===== src/rtl/demux16_reg_pkg.sv =====
// Shared constants and helpers for the 16-way registered demultiplexer.
// Channel geometry, slice offset helper and full-slot popcount.
package demux16_reg_pkg;

    localparam int N_CH  = 16;
    localparam int SEL_W = 4;
    localparam int CNT_W = 5;

    // Bit offset of channel n inside the packed o_data bus.
    function automatic int ch_lsb(input int n, input int w);
        return n * w;
    endfunction

    function automatic logic [CNT_W-1:0] popcount(input logic [N_CH-1:0] v);
        logic [CNT_W-1:0] cnt;
        cnt = '0;
        for (int i = 0; i < N_CH; i++) begin
            cnt = cnt + {{(CNT_W-1){1'b0}}, v[i]};
        end
        return cnt;
    endfunction

endpackage


===== src/rtl/demux16_reg_if.sv =====
// Producer-side input handshake plus the 16 per-channel output handshakes.
// The slave modport faces the demux; the master modport faces producer and consumers.
interface demux16_reg_if #(parameter int W = 1);
    import demux16_reg_pkg::*;

    logic [SEL_W-1:0]  sel;
    logic [W-1:0]      i_data;
    logic              i_valid;
    logic              i_ready;
    logic [N_CH*W-1:0] o_data;
    logic [N_CH-1:0]   o_valid;
    logic [N_CH-1:0]   o_ready;
    logic [CNT_W-1:0]  o_count;

    modport master (
        output sel, i_data, i_valid, o_ready,
        input  i_ready, o_data, o_valid, o_count
    );

    modport slave (
        input  sel, i_data, i_valid, o_ready,
        output i_ready, o_data, o_valid, o_count
    );

endinterface


===== src/rtl/demux16_reg_slot.sv =====
// Single-entry output slot: loads on accept, clears on drain, reload wins over drain.
// Latency 1 cycle load-to-visible; data held bit-stable while full and not drained.
module demux_slot #(
    parameter int W = 1
) (
    input  logic         clk,
    input  logic         reset_n,
    input  logic         load,
    input  logic [W-1:0] load_data,
    input  logic         o_ready,
    output logic [W-1:0] o_data,
    output logic         o_valid
);

    logic [W-1:0] data_d, data_q;
    logic         valid_d, valid_q;

    always_comb begin
        data_d  = data_q;
        valid_d = valid_q;
        if (valid_q && o_ready) begin
            valid_d = 1'b0;
        end
        // Data is not cleared on drain; only a new load changes it.
        if (load) begin
            data_d  = load_data;
            valid_d = 1'b1;
        end
    end

    always_ff @(posedge clk or negedge reset_n) begin
        if (!reset_n) begin
            data_q  <= '0;
            valid_q <= 1'b0;
        end else begin
            data_q  <= data_d;
            valid_q <= valid_d;
        end
    end

    assign o_data  = data_q;
    assign o_valid = valid_q;

endmodule


===== src/rtl/demux16_reg.sv =====
// 1-to-16 registered stream demux: steers each accepted word into slot[sel], 1-cycle latency.
// i_ready = slot[sel] empty or draining this cycle; drains on all channels run in parallel.
module demux16_reg
    import demux16_reg_pkg::*;
#(
    parameter int W = 1
) (
    input logic           clk,
    input logic           reset_n,
    demux16_reg_if.slave  bus
);

    logic [N_CH-1:0]   load;
    logic [N_CH-1:0]   valid;
    logic [N_CH-1:0]   valid_nxt;
    logic [N_CH*W-1:0] data_all;
    logic              i_ready;
    logic              accept;
    logic [CNT_W-1:0]  count_d, count_q;

    always_comb begin
        i_ready = ~valid[bus.sel] | bus.o_ready[bus.sel];
        accept  = bus.i_valid & i_ready;
        load    = '0;
        if (accept) begin
            load[bus.sel] = 1'b1;
        end
        // Mirrors the slot update rule so the count is exact in the same cycle.
        valid_nxt = load | (valid & ~bus.o_ready);
        count_d   = popcount(valid_nxt);
    end

    for (genvar n = 0; n < N_CH; n++) begin : g_slot
        localparam int LSB = ch_lsb(n, W);

        demux_slot #(.W(W)) u_slot (
            .clk       (clk),
            .reset_n   (reset_n),
            .load      (load[n]),
            .load_data (bus.i_data),
            .o_ready   (bus.o_ready[n]),
            .o_data    (data_all[LSB +: W]),
            .o_valid   (valid[n])
        );
    end

    always_ff @(posedge clk or negedge reset_n) begin
        if (!reset_n) begin
            count_q <= '0;
        end else begin
            count_q <= count_d;
        end
    end

    assign bus.i_ready = i_ready;
    assign bus.o_data  = data_all;
    assign bus.o_valid = valid;
    assign bus.o_count = count_q;

endmodule


===== src/flat_wrapper.sv =====
// flat-port wrapper written by rule: the top's interface ports become plain ports
module demux16_reg_flat import demux16_reg_pkg::*;
#(
    parameter int W = 1
)
  (clk, reset_n, bus_sel, bus_i_data, bus_i_valid, bus_o_ready, bus_i_ready, bus_o_data, bus_o_valid, bus_o_count);
  demux16_reg_if #(.W(W)) bus_i ();
  input logic clk;
  input logic reset_n;
  input wire logic [$bits(bus_i.sel)-1:0] bus_sel;
  input wire logic [$bits(bus_i.i_data)-1:0] bus_i_data;
  input wire logic [$bits(bus_i.i_valid)-1:0] bus_i_valid;
  input wire logic [$bits(bus_i.o_ready)-1:0] bus_o_ready;
  output wire logic [$bits(bus_i.i_ready)-1:0] bus_i_ready;
  output wire logic [$bits(bus_i.o_data)-1:0] bus_o_data;
  output wire logic [$bits(bus_i.o_valid)-1:0] bus_o_valid;
  output wire logic [$bits(bus_i.o_count)-1:0] bus_o_count;
  assign bus_i.sel = bus_sel;
  assign bus_i.i_data = bus_i_data;
  assign bus_i.i_valid = bus_i_valid;
  assign bus_i.o_ready = bus_o_ready;
  assign bus_i_ready = bus_i.i_ready;
  assign bus_o_data = bus_i.o_data;
  assign bus_o_valid = bus_i.o_valid;
  assign bus_o_count = bus_i.o_count;
  demux16_reg #(.W(W)) u_core (.clk(clk), .reset_n(reset_n), .bus(bus_i));
endmodule

===== config.mk =====
export PLATFORM = sky130hd
export DESIGN_NAME = demux16_reg_flat
export DESIGN_NICKNAME = d
export VERILOG_FILES = /design/src/rtl/demux16_reg_pkg.sv /design/src/rtl/demux16_reg_if.sv /design/src/rtl/demux16_reg_slot.sv /design/src/rtl/demux16_reg.sv /design/src/flat_wrapper.sv
export SDC_FILE = /design/constraint.sdc
export NUM_CORES = 1
export LEC_CHECK = 0
export BUFFER_PORTS_ARGS = -buffer_cell sky130_fd_sc_hd__buf_2
export CORE_UTILIZATION = 44
export DETAILED_ROUTE_END_ITERATION = 8
export PLACE_DENSITY = 0.66
export SLEW_MARGIN = 20
export SYNTH_ARGS = -nofsm -noshare
export SYNTH_HDL_FRONTEND = slang
export SYNTH_SLANG_ARGS = --single-unit

===== constraint.sdc =====
create_clock -name clk -period 6.3 [get_ports clk]
set_input_delay 0.945 -clock clk [delete_from_list [all_inputs] [get_ports clk]]
set_output_delay 0.945 -clock clk [all_outputs]
set_load 0.02 [all_outputs]

Yosys cells after proc, flatten, opt, wreduce, memory -nomap -nowiden
Index checks and enable logic that the tools add are counted.
{"block": "totals", "ram_bits": 0, "latch_bits": 0, "n_memories": 0, "word_cells": 128, "reg_bits": 37, "romBits": 0}
{"block": "classes", "n_reduce_logical": 33, "mux": 39, "add_sub_neg": 15, "shift": 0, "n_eq_ne": 0, "magnitude_cmp": 2, "n_div": 0, "bitwise_logic": 6, "mul": 0}
{"cell": "$add A5 B1 Y5", "n": 14}
{"cell": "$mux W1", "n": 35}
{"cell": "$reduce_bool A2 Y1", "n": 16}
{"cell": "$logic_and A1 B1 Y1", "n": 17}
{"cell": "$and A16 B16 Y16", "n": 1}
{"cell": "$mux W16", "n": 1}
{"cell": "$not A16 Y16", "n": 1}
{"cell": "$or A16 B16 Y16", "n": 1}
{"cell": "$bmux W1 S4", "n": 2}
{"cell": "$lt A4 B5 Y1 const B", "n": 1}
{"cell": "$demux W1 S4", "n": 1}
{"cell": "$ge A4 B1 Y1 const B", "n": 1}
{"cell": "$add A1 B1 Y2", "n": 1}
{"cell": "$and A1 B1 Y1", "n": 1}
{"cell": "$not A1 Y1", "n": 1}
{"cell": "$or A1 B1 Y1", "n": 1}

Longest topological paths before layout
{"block": "depth", "ltp_word": 22, "depth_mapped": 20}

By module
A second synthesis with hierarchy kept.
{"block": "hier_totals", "cells_unflattened": 205, "area_unflattened_um2": 2452.4}
{"module": "demux_slot", "instances": 16, "area_per_inst_um2": 77.6, "cells_per_inst": 5, "seq_area_each_um2": 50.0}
{"module": "demux16_reg", "instances": 1, "area_per_inst_um2": 1211.2, "cells_per_inst": 125, "seq_area_each_um2": 125.1}

Worst setup path before layout
Ideal clock, no wire load.
{"block": "synth_timing", "path_type": "input to register", "start": "in bus_sel[1]", "end": "reg u_core.count_q[4] (netlist: u_core.bus.o_count[4])", "arrival_time_ns": 5.994, "slack_ns": 0.242, "path_stages": 18, "path_cell_list": "buf_6 -> mux4_2 -> a22oi_1 -> and3_1 -> buf_4 -> and2_1 -> buf_2 -> o22ai_1 -> ha_1 -> fa_1 -> fa_1 -> fa_1 -> inv_1 -> fa_1 -> fa_1 -> fa_1 -> nor2b_1 -> o21a_1"}
{"block": "synth_between", "elab_chain_cells": 22, "word_cells_on_any_way": 29}
{"element": "start, declared", "line": "flat_wrapper.sv:10", "rtl": "input wire logic [$bits(bus_i.sel)-1:0] bus_sel;"}
{"element": "parallel branches: the longest is 5 deep, another holds $lt A4 B5 Y1"}
{"element": "$mux W16 *", "line": "demux16_reg.sv:25", "rtl": "if (accept) begin"}
{"element": "$or A16 B16 Y16 *", "line": "demux16_reg.sv:29", "rtl": "valid_nxt = load | (valid & ~bus.o_ready);"}
{"element": "$add A1 B1 Y2", "line": "demux16_reg_pkg.sv:18", "rtl": "cnt = cnt + {{(CNT_W-1){1'b0}}, v[i]};"}
{"element": "$add A5 B1 Y5 (13 in series)", "line": "demux16_reg_pkg.sv:18"}
{"element": "$add A5 B1 Y5 *", "line": "demux16_reg_pkg.sv:18"}
{"element": "named net u_core.count_d[4]", "line": "demux16_reg.sv:19", "rtl": "logic [CNT_W-1:0] count_d, count_q;"}
{"element": "end signal, assigned", "line": "demux16_reg.sv:51", "rtl": "count_q <= count_d;"}
{"element": "end, declared", "line": "demux16_reg.sv:19"}
Mark *: on every way through the listed nets, which the timed path passes. The select of a mux whose other input is x is not followed.
A chain may end at the register's enable or synchronous reset.

Worst setup path in the final report
Same ends and word-level chain as after synthesis.

==> metrics.md <==
| Metric | Value |
|---|---|
| VDD IR max | 0.0001519 V |
| Main synth FF type | dfrtp_1 |
| EDFF count, synth | 0 |
| Setup Skew | 5.086 ps |
| Period utilisation layout | 93.17% |
| CP Data Required Time | 6530 ps |
| Largest net degree at the start of global routing | 38 |
| Crit Path Class | in2reg |
| Area contributors post-synth | dfrtp_1, buf_4, fa_1 |
| CTS resizes | 0 |
| # fillers | 532 |
| Vias in the first global route | 1,748 |
| Final Hold Vio Count | 0 |
| TritonCTS buffer count | 5 |
| IO Port Bufs | 61 |
| Ant diodes | 0 |
| Die width | 79.85 um |
| Slew @ Worst Pin | 827.1 ps |
| Share of layout cells above drive strength 1 | 40.67% |
| First-pass GRT wire length | 9335 um |
| Clock Sinks | 37 |
| Pwr dens | 234.1 nW/um^2 |
| Area leader, netlist | dfrtp_1 |
| Synth top area share | 34.73% |
| Post-synthesis net count | 276 |
| Total of warnings raised by yosys | 0 |
| Clk_lat worst skew | 290 ps |
| Startpoint types | input port |
| Sequential share of the synthesized area | 34.73% |
| Max-cap violations | 0 |
| Worst hold slack | 486.6 ps |
| Htree depth | 2 |
| Crit path capture type | flop |
| Max Clk Rate | 0.1704 GHz |
| Flop2flop setup slack | 1000 ps |
| Placed Instances | 332 |
| R2R cell count | 16 |
| Bufs on Longest Clock Path | 2 |
| Initial antenna violation count | 0 |
| Leak pwr | 1.537 nW |
| Critical R2R Launch | u_core.g_slot[3].u_slot.o_valid$_DFFE_PN0P_ |
| Crit path from | bus_sel[1] |
| Count leader, synth | dfrtp_1 |
| Final slew viol count | 0 |
| End of the worst register-to-register path | u_core.bus.o_count[4]$_DFF_PN0_ |
| CTS tree | built |
| GPL Wtd Cong | 0.8776 |
| Wire per inst | 16.75 um |
| Row cnt | 27 |
| Cell count after synthesis | 237 |
| Die ar. | 6375 sq um |
| Synth-to-layout area growth | 7.133% |
| Hold buffer count at cts | 0 |
| Crit-path max FO | 10 |
| Critical Path Sink | u_core.bus.o_count[4]$_DFF_PN0_ |
| Most frequent cells after synthesis | dfrtp_1, buf_4, inv_1, a21o_1, a21oi_1 |
| Grt total ovfl | 0 |
| Status | completed |
| Root Driver | clkbuf_8 |
| #FFs+latches synth | 37 |
| CTS clk-pin slew, worst paths | 70 ps |
| DPL Wire Length | 4522 um |
| Tightest Hold Check Type | reg2reg |
| Layout Nets | 306 |
| CP arrival | 6100 ps |
| Die height | 79.85 um |
| Routed wire length | 5694 um |
| Final Setup Violations | 0 |
| GRT Overall Usage | 19.82% |
| Synth unique cells | 32 |
| Vias per inst | 5.382 |
| Final ANT Viol Nets | 0 |
| Crit path time final | 5870 ps |
| Min-delay src | u_core.g_slot[6].u_slot.o_data$_DFFE_PN0P_ |
| First-pass DRT Iterations | 4 |
| Post-CTS setup buffer count | 0 |
| RSZ-0062 raised after global routing | no |
| Slew HR | 44.86% |
| Mapped Avg Cell Area | 11.25 sq um |
| Post-Layout Cell Count | 340 |
| Initial Utilization | 46.98% |
| Initial DRC count | 147 |
| Vias | 1,830 |
| Residual DRC | 0 |
| Fin Setup TNS | 0 ps |
| Boundary Pins | 62 |
| Post-synth ARST share | 100.0% |
| Synthesized cell area | 2666 sq um |
| Core ar. | 5675 sq um |
-- critical path, cell delays in order --
cell	delay, ps
buf_2	170
buf_4	210
mux4_2	500
nand2_1	70
and3_1	150
and2_1	230
o22ai_1	130
ha_1	330
fa_1	510
fa_1	520
fa_1	550
inv_1	50
fa_1	520
fa_1	490
fa_1	470
nor2b_1	130
o21a_1	120
-- metrics by stage --
stage          instance area [sq um]  utilization (%)  setup WS [ps]  power, mW
6_report                        2856            50.33          430.1     0.6686
5_1_grt                         2856            50.33          127.5     0.7068
4_1_cts                         2856            50.33          418.4     0.6761
3_5_place_dp                    2776            48.92          107.0     0.5139
3_3_place_gp                    2776            48.92          200.5     0.5108
2_1_floorplan                   2666                -          241.8     0.4876
-- logic make-up after synthesis --
kind of cell,synth area share (%)
buffers and inverters,16.61
AOI/OAI and AO/OA,16.38
DFF,34.73
and+or+nand+nor,6.852
muxes,14.92
adders and majority gates,9.854
xor gates and xnor gates,0.6571
-- state kept, by name (all words and copies together) (netlist names) --
register and count:
u_core.bus.o_count 5, u_core.g_slot.u_slot.o_valid 16, u_core.g_slot.u_slot.o_data 16
-- per-layer routing --
metal	GRT usage (%)	vias to the layer above	wire, um
met5	0	-	0
met4	5.357	0	63
met3	4.343	6	264
met2	30.26	49	2722
met1	28.33	925	2643
li1	-	850	-
-- cell usage in the layout, fill, tap and decap left out, types with 8 or more instances in the layout --
cell type / synthesis / layout
a21o_1: 13 / 13
a21oi_1: 13 / 13
buf_2: 2 / 61
dfrtp_1: 37 / 37
fa_1: 10 / 10
inv_1: 30 / 30
mux2_4: 10 / 10
mux4_2: 8 / 8
nand3_1: 11 / 11
o22ai_1: 10 / 10
-- layout make-up --
type / instances / area, sq um / share of cell area, %
Tap cell: 72 / 90.09 / 3.154
Sequential cell: 37 / 925.9 / 32.41
Clock buffer: 8 / 80.08 / 2.803
Multi-Input combinational cell: 126 / 1297 / 45.42
Timing Repair Buffer: 67 / 350.3 / 12.26
Inverter: 30 / 112.6 / 3.942
-- worst min path at each step --
stage | endpoint | slack, ps | cells past startpoint
after floorplan | u_core.g_slot[12].u_slot.o_data$_DFFE_PN0P_ | 460 | 1
after global placement | u_core.g_slot[12].u_slot.o_data$_DFFE_PN0P_ | 470 | 1
after detailed placement | u_core.g_slot[6].u_slot.o_data$_DFFE_PN0P_ | 470 | 1
after CTS | u_core.g_slot[6].u_slot.o_data$_DFFE_PN0P_ | 490 | 1
after global routing | u_core.g_slot[6].u_slot.o_data$_DFFE_PN0P_ | 510 | 1
final | u_core.g_slot[6].u_slot.o_data$_DFFE_PN0P_ | 490 | 1
-- power breakdown --
group	internal (mW)	switching [mW]
logic	0.0888	0.128
registers	0.273	0.0183
clock network	0.0786	0.0815
total	0.440	0.228
Power figures use the tool's default switching activity.
